$ cat src/rtl/riscv_pkg.sv
// Shared RV64 definitions for the writeback stage: opcodes, load widths,
// trap causes and trap-sequencer states.
`default_nettype none

package riscv_pkg;

  localparam logic [6:0] OP_LOAD     = 7'b0000011;
  localparam logic [6:0] OP_STORE    = 7'b0100011;
  localparam logic [6:0] OP_BRANCH   = 7'b1100011;
  localparam logic [6:0] OP_JAL      = 7'b1101111;
  localparam logic [6:0] OP_JALR     = 7'b1100111;
  localparam logic [6:0] OP_SYSTEM   = 7'b1110011;
  localparam logic [6:0] OP_OP       = 7'b0110011;
  localparam logic [6:0] OP_OPIMM    = 7'b0010011;
  localparam logic [6:0] OP_OP32     = 7'b0111011;
  localparam logic [6:0] OP_OPIMM32  = 7'b0011011;
  localparam logic [6:0] OP_LUI      = 7'b0110111;
  localparam logic [6:0] OP_AUIPC    = 7'b0010111;

  localparam logic [2:0] F3_LB  = 3'b000;
  localparam logic [2:0] F3_LH  = 3'b001;
  localparam logic [2:0] F3_LW  = 3'b010;
  localparam logic [2:0] F3_LD  = 3'b011;
  localparam logic [2:0] F3_LBU = 3'b100;
  localparam logic [2:0] F3_LHU = 3'b101;
  localparam logic [2:0] F3_LWU = 3'b110;

  localparam logic [3:0] CAUSE_LOAD_MISALIGNED  = 4'd4;
  localparam logic [3:0] CAUSE_STORE_MISALIGNED = 4'd6;
  localparam logic [3:0] CAUSE_ECALL_M          = 4'd11;

  typedef enum logic [1:0] {
    IDLE   = 2'd0,
    SAVE   = 2'd1,
    VECTOR = 2'd2
  } wb_state_t;

endpackage

`default_nettype wire

$ cat src/rtl/wb_load_ext.sv
// Sign/zero extension of low-aligned raw load data according to load funct3.
`default_nettype none

module wb_load_ext
  import riscv_pkg::*;
#(
  parameter int XLEN = 64
) (
  input  logic [2:0]      i_funct3,
  input  logic [XLEN-1:0] i_raw,
  output logic [XLEN-1:0] o_data
);

  always_comb begin
    o_data = i_raw;
    case (i_funct3)
      F3_LB:  o_data = {{(XLEN-8){i_raw[7]}},   i_raw[7:0]};
      F3_LH:  o_data = {{(XLEN-16){i_raw[15]}}, i_raw[15:0]};
      F3_LW:  o_data = {{(XLEN-32){i_raw[31]}}, i_raw[31:0]};
      F3_LD:  o_data = i_raw;
      F3_LBU: o_data = {{(XLEN-8){1'b0}},  i_raw[7:0]};
      F3_LHU: o_data = {{(XLEN-16){1'b0}}, i_raw[15:0]};
      F3_LWU: o_data = {{(XLEN-32){1'b0}}, i_raw[31:0]};
      default: o_data = i_raw;
    endcase
  end

endmodule

`default_nettype wire

$ cat src/rtl/writeback_stage.sv
// Writeback stage: result select, register-file write, branch redirect,
// retired-instruction count and the IDLE->SAVE->VECTOR trap sequencer.
`default_nettype none

module writeback_stage
  import riscv_pkg::*;
#(
  parameter int              XLEN       = 64,
  parameter logic [XLEN-1:0] MTVEC_ADDR = 64'h0000_0000_0000_0100
) (
  input  logic            CLK,
  input  logic            RESET,
  input  logic            WB_V,
  input  logic [31:0]     WB_IR,
  input  logic [XLEN-1:0] WB_NPC,
  input  logic [XLEN-1:0] WB_ALU_RESULT,
  input  logic [XLEN-1:0] WB_MEM_RESULT,
  input  logic [XLEN-1:0] WB_CSRFD,
  input  logic            WB_PC_MUX,
  input  logic            WB_ECALL,
  input  logic            MEM_LAM,
  input  logic            MEM_SAM,
  output logic            WB_STALL,
  output logic            FLUSH,
  output logic            RF_WE,
  output logic [4:0]      RF_DR,
  output logic [XLEN-1:0] RF_DATA,
  output logic            PC_REDIRECT,
  output logic [XLEN-1:0] PC_TARGET,
  output logic            TRAP_V,
  output logic [XLEN-1:0] MEPC,
  output logic [XLEN-1:0] MCAUSE,
  output logic [63:0]     INSTRET
);

  wb_state_t       r_state, w_state_next;
  logic [6:0]      w_opcode;
  logic [4:0]      w_rd;
  logic [2:0]      w_funct3;
  logic            w_consume, w_trap, w_writes, w_retire;
  logic [3:0]      w_cause;
  logic [XLEN-1:0] w_wdata, w_ld_data;
  logic            w_unused_ir;

  logic            r_rf_we, r_redirect, r_br_flush, r_trap_v;
  logic [4:0]      r_rf_dr;
  logic [XLEN-1:0] r_rf_data, r_target, r_mepc, r_mcause;
  logic [63:0]     r_instret;

  assign w_opcode    = WB_IR[6:0];
  assign w_rd        = WB_IR[11:7];
  assign w_funct3    = WB_IR[14:12];
  assign w_unused_ir = ^WB_IR[31:15];
  assign w_consume   = WB_V && (r_state == IDLE);
  assign w_retire    = w_consume && !w_trap;

  wb_load_ext #(.XLEN(XLEN)) u_load_ext (
    .i_funct3 (w_funct3),
    .i_raw    (WB_MEM_RESULT),
    .o_data   (w_ld_data)
  );

  // Trap priority: load misalign, store misalign, then ECALL.
  always_comb begin
    w_trap  = 1'b0;
    w_cause = 4'd0;
    if (w_consume) begin
      if (w_opcode == OP_LOAD && MEM_LAM) begin
        w_trap  = 1'b1;
        w_cause = CAUSE_LOAD_MISALIGNED;
      end else if (w_opcode == OP_STORE && MEM_SAM) begin
        w_trap  = 1'b1;
        w_cause = CAUSE_STORE_MISALIGNED;
      end else if (WB_ECALL) begin
        w_trap  = 1'b1;
        w_cause = CAUSE_ECALL_M;
      end
    end
  end

  always_comb begin
    w_writes = 1'b0;
    w_wdata  = '0;
    case (w_opcode)
      OP_LOAD: begin
        w_writes = 1'b1;
        w_wdata  = w_ld_data;
      end
      OP_JAL, OP_JALR: begin
        w_writes = 1'b1;
        w_wdata  = WB_NPC;
      end
      OP_SYSTEM: begin
        w_writes = (w_funct3 != 3'b000);
        w_wdata  = WB_CSRFD;
      end
      OP_OP, OP_OPIMM, OP_OP32, OP_OPIMM32, OP_LUI, OP_AUIPC: begin
        w_writes = 1'b1;
        w_wdata  = WB_ALU_RESULT;
      end
      default: begin
        w_writes = 1'b0;
        w_wdata  = '0;
      end
    endcase
  end

  always_ff @(posedge CLK or negedge RESET) begin
    if (!RESET) r_state <= IDLE;
    else        r_state <= w_state_next;
  end

  always_comb begin
    w_state_next = r_state;
    case (r_state)
      IDLE:    if (w_trap) w_state_next = SAVE;
      SAVE:    w_state_next = VECTOR;
      VECTOR:  w_state_next = IDLE;
      default: w_state_next = IDLE;
    endcase
  end

  always_ff @(posedge CLK or negedge RESET) begin
    if (!RESET) begin
      r_rf_we    <= 1'b0;
      r_rf_dr    <= '0;
      r_rf_data  <= '0;
      r_redirect <= 1'b0;
      r_br_flush <= 1'b0;
      r_target   <= '0;
      r_trap_v   <= 1'b0;
      r_mepc     <= '0;
      r_mcause   <= '0;
      r_instret  <= '0;
    end else begin
      r_rf_we    <= w_retire && w_writes && (w_rd != 5'd0);
      r_rf_dr    <= w_rd;
      r_rf_data  <= w_wdata;
      r_br_flush <= w_retire && WB_PC_MUX;
      // SAVE is followed by VECTOR, so the vector redirect is armed from SAVE.
      r_redirect <= (r_state == SAVE) || (w_retire && WB_PC_MUX);
      r_target   <= (r_state == SAVE) ? MTVEC_ADDR : WB_ALU_RESULT;
      r_trap_v   <= w_trap;
      if (w_trap) begin
        r_mepc   <= WB_NPC - XLEN'(4);
        r_mcause <= XLEN'(w_cause);
      end
      if (w_retire) r_instret <= r_instret + 64'd1;
    end
  end

  assign WB_STALL    = (r_state != IDLE);
  assign FLUSH       = (r_state != IDLE) || r_br_flush;
  assign RF_WE       = r_rf_we;
  assign RF_DR       = r_rf_dr;
  assign RF_DATA     = r_rf_data;
  assign PC_REDIRECT = r_redirect;
  assign PC_TARGET   = r_target;
  assign TRAP_V      = r_trap_v;
  assign MEPC        = r_mepc;
  assign MCAUSE      = r_mcause;
  assign INSTRET     = r_instret;

endmodule

`default_nettype wire

$ cat config.mk
export PLATFORM = sky130hd
export DESIGN_NAME = writeback_stage
export DESIGN_NICKNAME = d
export VERILOG_FILES = /design/src/rtl/riscv_pkg.sv /design/src/rtl/wb_load_ext.sv /design/src/rtl/writeback_stage.sv
export SDC_FILE = /design/constraint.sdc
export NUM_CORES = 1
export LEC_CHECK = 0
export ABC_AREA = 1
export BUFFER_PORTS_ARGS = -buffer_cell sky130_fd_sc_hd__clkbuf_2
export CORE_AREA = 2 2 242 244
export CTS_BUF_LIST = sky130_fd_sc_hd__clkbuf_8
export DETAILED_ROUTE_END_ITERATION = 7
export DIE_AREA = 0 0 244 246
export GPL_TIMING_DRIVEN = 0
export PLACE_DENSITY = 0.55
export SLEW_MARGIN = 20
export SYNTH_ARGS = -nofsm -noshare
export SYNTH_HDL_FRONTEND = slang
export SYNTH_SLANG_ARGS = --single-unit
export TNS_END_PERCENT = 10
$ cat constraint.sdc
create_clock -name CLK -period 2.5 [get_ports CLK]
set_input_delay 0.125 -clock CLK [delete_from_list [all_inputs] [get_ports CLK]]
set_output_delay 0.125 -clock CLK [all_outputs]
set_load 0.005 [all_outputs]
Yosys cells after proc, flatten, opt, wreduce, memory -nomap -nowiden
Cells that the tools add are included.
{"block": "totals", "ram_bits": 0, "reg_bits": 271, "romBits": 0, "latch_bits": 0, "elab_cells": 63, "memories": 0}
{"block": "op_classes", "n_reduce_logical": 18, "n_eq_ne": 18, "add_sub_neg": 2, "bitwise": 0, "div": 0, "n_mul": 0, "n_lt_le_gt_ge": 0, "mux": 14, "n_shift": 0}
{"cell": "$pmux 64 s6", "n": 1}
{"cell": "$pmux 64 s4", "n": 1}
{"cell": "$add 64x1->64 const B", "n": 1}
{"cell": "$mux 64", "n": 1}
{"cell": "$sub 64x3->64 const B", "n": 1}
{"cell": "$eq 7x6->1 const B", "n": 4}
{"cell": "$eq 7x5->1 const B", "n": 3}
{"cell": "$eq 7x7->1 const B", "n": 3}
{"cell": "$mux 4", "n": 4}
{"cell": "$eq 3x3->1 const B", "n": 3}
{"cell": "$reduce_or 9->1", "n": 1}
{"cell": "$eq 7x2->1 const B", "n": 1}
{"cell": "$logic_and 1x1->1", "n": 7}
{"cell": "$reduce_or 6->1", "n": 1}
{"cell": "$reduce_bool 5->1", "n": 1}
{"cell": "$mux 1", "n": 4}
{"cell": "$pmux 2 s2", "n": 1}
{"cell": "$eq 3x1->1 const B", "n": 1}
{"cell": "$eq 3x2->1 const B", "n": 1}
{"cell": "$logic_not 3->1", "n": 1}
{"cell": "$reduce_bool 3->1", "n": 1}
{"cell": "$eq 2x1->1 const B", "n": 1}
{"cell": "$logic_not 2->1", "n": 1}
{"cell": "$logic_or 1x1->1", "n": 2}
{"cell": "6 further kinds", "n": 6}

Logic depth before layout (Yosys ltp)
{"block": "depth", "depth_word": 9, "mapped_depth": 11}

Cells and area by module
Synthesis repeated with hierarchy kept, for this count alone.
{"block": "unflattened", "cells_unflattened": 2150, "area_unflattened_um2": 15583.7}
{"module": "writeback_stage", "area_per_inst_um2": 14751.6, "n_inst": 1, "cells_per_inst": 1995}
{"module": "wb_load_ext", "area_per_inst_um2": 832.0, "n_inst": 1, "cells_per_inst": 155}

Worst setup path after synthesis
OpenSTA, ideal clock, no wires.
{"block": "synth_timing", "path_kind": "register to register", "from": "register r_instret[0], in the netlist INSTRET[0]", "to": "register r_instret[56], in the netlist INSTRET[56]", "path_stages_with_launch": 11, "synth_period_minus_slack_ns": 1.584, "arrival_ns": 1.467, "setup_slack_ns": 0.916, "required_time_ns": 2.383, "path_cell_list": "dfrtp_1 > ha_1 > inv_1 > nor2_2 > nand2_1 > nor2_4 > nand3_2 > nor2_4 > nand2_1 > nand2_1 > nand2_1"}
{"block": "synth_via", "elab_chain_cells": 1}
{"item": "start: declaration", "line_no": "writeback_stage.sv:48", "rtl": "logic [63:0] r_instret;"}
{"item": "start signal: assignment", "line_no": "writeback_stage.sv:148", "rtl": "if (w_retire) r_instret <= r_instret + 64'd1;"}
{"item": "$add 64x1->64", "line_no": "writeback_stage.sv:148"}
Every way passes these cells.
A chain may end at the register's enable or synchronous reset.

Worst setup path after layout
{"block": "layout_timing", "from": "input WB_IR[0]", "to": "register r_rf_data[59], in the netlist RF_DATA[59]"}
{"block": "layout_via", "elab_chain_cells": 3, "elab_cells_between_ends": 13, "cone_classes": "eq/ne (10); mux (1); reduce/logical (2)"}
{"item": "start: declaration", "line_no": "writeback_stage.sv:14", "rtl": "input logic [31:0] WB_IR,"}
{"item": "$eq 7x6->1, or another cell as far along", "line_no": "writeback_stage.sv:84", "rtl": "case (w_opcode)"}
{"item": "$reduce_or 6->1 or $reduce_or 2->1 (tied branches)"}
{"item": "$pmux 64 s4 *", "line_no": "writeback_stage.sv:84"}
{"item": "net w_wdata[59]", "line_no": "writeback_stage.sv:42", "rtl": "logic [XLEN-1:0] w_wdata, w_ld_data;"}
{"item": "end signal: assignment", "line_no": "writeback_stage.sv:138", "rtl": "r_rf_data <= w_wdata;"}
{"item": "end: declaration", "line_no": "writeback_stage.sv:47", "rtl": "logic [XLEN-1:0] r_rf_data, r_target, r_mepc, r_mcause;"}
Mark *: on every way through the listed nets, which the timed path passes. The rest lies on a longest branch.

==> impl_metrics.env <==
export IMPL_cp_data_arrival_time_ns=2.96
export IMPL_reg2reg_slack_ns=0.38
export IMPL_async_flop_share=1.00
export IMPL_die_h_um=246
export IMPL_clk_pin_slew_ns=0.07
export IMPL_cp_max_fo=10
export IMPL_worst_slew_pin_slew_ns=0.970
export IMPL_fin_crit_sh=0.972
export IMPL_synth_cell_types=38
export IMPL_maxCapViolCount=0
export IMPL_yosys_register_bits=270
export IMPL_p_clk_frac=0.372
export IMPL_grt_use_total=0.254
export IMPL_timing_rr_end="MEPC[1]"
export IMPL_drt_iter0_markers=1224
export IMPL_overflow=0
export IMPL_drc_errors=0
export IMPL_nNetsFinal=3327
export IMPL_clockBufferDepth=3
export IMPL_final_common_cell="nand2_1"
export IMPL_slew_headroom=0.353
export IMPL_synth_ff_type="dfrtp_1"
export IMPL_maxSlewViolCount=0
export IMPL_synth_edf_count=0
export IMPL_synthTopCellsByArea="dfrtp_1, nand2_1, nor2_1"
export IMPL_n_fill_cell=6002
export IMPL_synth_area_leader_cell="dfrtp_1"
export IMPL_peakVddDrop_mv=0.344
export IMPL_hold_viol=0
export IMPL_hold_ws_ns=0.0478
export IMPL_rsz0062_at_grt="true"
export IMPL_cts_sinks=270
export IMPL_power_frac_seq=0.422
export IMPL_finalSetupTns_ns=0
export IMPL_grt_pass1_wl_um=113000
export IMPL_netlist_area_um2=15200
export IMPL_synth_area_per_cell_um2=7.29
export IMPL_status="complete, no violations"
export IMPL_critical_path_required_ns=3.03
export IMPL_final_cell_mix="nand2_1, clkbuf_2, nor2_1"
export IMPL_dp_cells=3455
export IMPL_antenna_found_initial=8
export IMPL_cpMaxStageDelayCell="dlygate4sd3_1"
export IMPL_first_pass_iters=5
export IMPL_start_kind="input port"
export IMPL_wirelength_um=78100
export IMPL_cp_cell_sequence="clkbuf_2 > nand2_1 > nor2_1 > nand4_1 > inv_1 > buf_2 > clkbuf_2 > a21oi_1 > dlygate4sd3_1 > o21ai_0 > dlygate4sd3_1"
export IMPL_slowest_delay_ns=0.60
export IMPL_dieArea_um2=60000
export IMPL_fp_dieW_um=244
export IMPL_ys_warn_count=0
export IMPL_powerDensity_nw_per_um2=536
export IMPL_hold_class="input port to asynchronous set/reset pin"
export IMPL_cts_made_buffers=53
export IMPL_syn2layout_area_growth_pct=52.3
export IMPL_via_count=17700
export IMPL_comb_power_share=0.206
export IMPL_cts_root_buf="clkbuf_8"
export IMPL_clk_latency_ns=0.64
export IMPL_end_kind="flip-flop"
export IMPL_hpwl_um=60800
export IMPL_num_io_pins=625
export IMPL_leakage_nw=11.8
export IMPL_post_route_min_period_ns=2.43
export IMPL_grt_max_degree=83
export IMPL_antenna_left=0
export IMPL_core_um2=57400
export IMPL_instances_no_fill=3841
export IMPL_ff2ff_path_depth=9
export IMPL_setup_viol=0
export IMPL_fmax_mhz=411
export IMPL_netSwitchingFraction=0.319
export IMPL_cts_tree="yes"
export IMPL_port_buffers=545
export IMPL_gp_congestion=0.979
export IMPL_fin_worst_skew_ns=0.0330
export IMPL_power_switching_mw=3.96
export IMPL_num_rows=88
export IMPL_p_int_mw=8.45
export IMPL_synthCells=2083
export IMPL_initial_utilization=0.265
export IMPL_routed_via_density=4.61
export IMPL_seq_area_frac_synth=0.445
export IMPL_grt_pass1_vias=17800
export IMPL_routedWlPerCell_um=20.3
export IMPL_r2r_start="r_state[0]"
export IMPL_drive_gt1_frac=0.262
export IMPL_h_tree_depth=2
export IMPL_yosys_area_top_type_share=0.445
export IMPL_crit_type="input port to flip-flop"
==> synthesized netlist by cell type (2+ instances only) <==
master / count
o2111ai_1: 31
dfrtp_1: 270
ha_1: 2
buf_2: 36
o21ai_0: 92
nand4_1: 27
nand3b_1: 13
clkbuf_1: 19
nand3_4: 4
xor2_1: 46
or2_2: 2
buf_1: 5
and2_1: 3
buf_6: 2
o21ai_1: 29
inv_1: 177
nor2_4: 19
nand2_2: 13
nor2_8: 2
nand2_4: 2
nor2_2: 18
nor3_1: 6
nand3_1: 74
buf_4: 64
inv_2: 5
xnor2_1: 21
a21oi_1: 48
nand2_1: 683
nor2_1: 357
nand3_2: 5
==> kinds of logic (layout without fill, tap and decap cells) <==
family / Yosys count / in the layout / share of synthesized area
simple gates: 1229 / 1229 / 0.342
buf+inv: 309 / 1236 / 0.0961
flops: 270 / 270 / 0.445
compound gates: 205 / 205 / 0.0764
xor+xnor: 67 / 67 / 0.0386
fa+ha+maj: 2 / 2 / 0.00165
other cells: 1 / 67 / 0.000247
==> routing by layer <==
| layer | wire [um] | up-vias | GRT usage | part of all wire |
|---|---|---|---|---|
| li1 | - | 8326 | - | - |
| met1 | 31300 | 8312 | 0.308 | 0.40 |
| met5 | 22 | - | 0 | 0.00028 |
| met2 | 37400 | 853 | 0.433 | 0.48 |
| met3 | 5980 | 197 | 0.0554 | 0.077 |
| met4 | 3480 | 4 | 0.112 | 0.044 |
==> power by group through the flow <==
stage                     clock (mW)  combinational (mW)  sequential, mW
final                           4.62                2.55            5.24
after global routing            4.93                2.80            5.28
after CTS                       4.72                2.53            5.22
after detailed placement           0                2.20            5.29
after global placement             0                2.19            5.30
after floorplan                    0               0.892            5.20
==> critical path: cells and delay by family <==
family	cells	cell delay, ns
buffers and inverters	6	2.13
AND/OR/NAND/NOR	3	0.48
AO/OA/AOI/OAI	2	0.21
==> cell type report <==
| type | instances | area (um2) | area share |
|---|---|---|---|
| tap | 765 | 957 | 0.0414 |
| clock inverter | 30 | 188 | 0.00811 |
| timing repair buffer | 833 | 5670 | 0.245 |
| buffer | 126 | 778 | 0.0336 |
| inverter | 183 | 687 | 0.0297 |
| clock buffer | 64 | 881 | 0.0381 |
| multi-input combinational | 1563 | 7210 | 0.311 |
| antenna | 7 | 17.5 | 0.000757 |
| sequential | 270 | 6760 | 0.292 |
==> worst max-delay path by stage <==
stage	slack, ns	startpoint	endpoint	cells after the start
2_1_floorplan	0.92	INSTRET[0]	INSTRET[56]	10
3_3_place_gp	-4.83	RESET	PC_TARGET[50]	1
3_5_place_dp	0.14	WB_IR[0]	RF_DATA[28]	10
4_1_cts	0.05	WB_IR[0]	RF_DATA[60]	11
5_1_grt	-0.01	WB_IR[0]	RF_DATA[59]	11
6_report	0.07	WB_IR[0]	RF_DATA[59]	11
==> metrics by stage <==
stage          utilization  total power, mW  worst slack, ns  cell area (um2)
6_report             0.403             12.4           0.0698            23100
4_1_cts              0.403             12.5           0.0519            23100
3_5_place_dp         0.335             7.50            0.144            19200
5_1_grt              0.403             13.0          -0.0125            23100
2_1_floorplan            -             6.09            0.916            15400
3_3_place_gp         0.333             7.49            -4.83            19100
==> sequential cells by signal (all words and copies together), names as in the netlist <==
signal,count
INSTRET,64
MEPC,64
PC_TARGET,64
RF_DATA,64
RF_DR,5
MCAUSE,3
r_state,2
PC_REDIRECT,1
RF_WE,1
TRAP_V,1
r_br_flush,1
==> what timing repair did <==
item,CTS,global route
hold buffers,285,0
gates resized for setup,0,9
setup buffers,0,0
endpoints found under the hold margin,417,0
endpoints found under the setup margin,0,6
No activity file was read; power rests on OpenSTA's default activity.
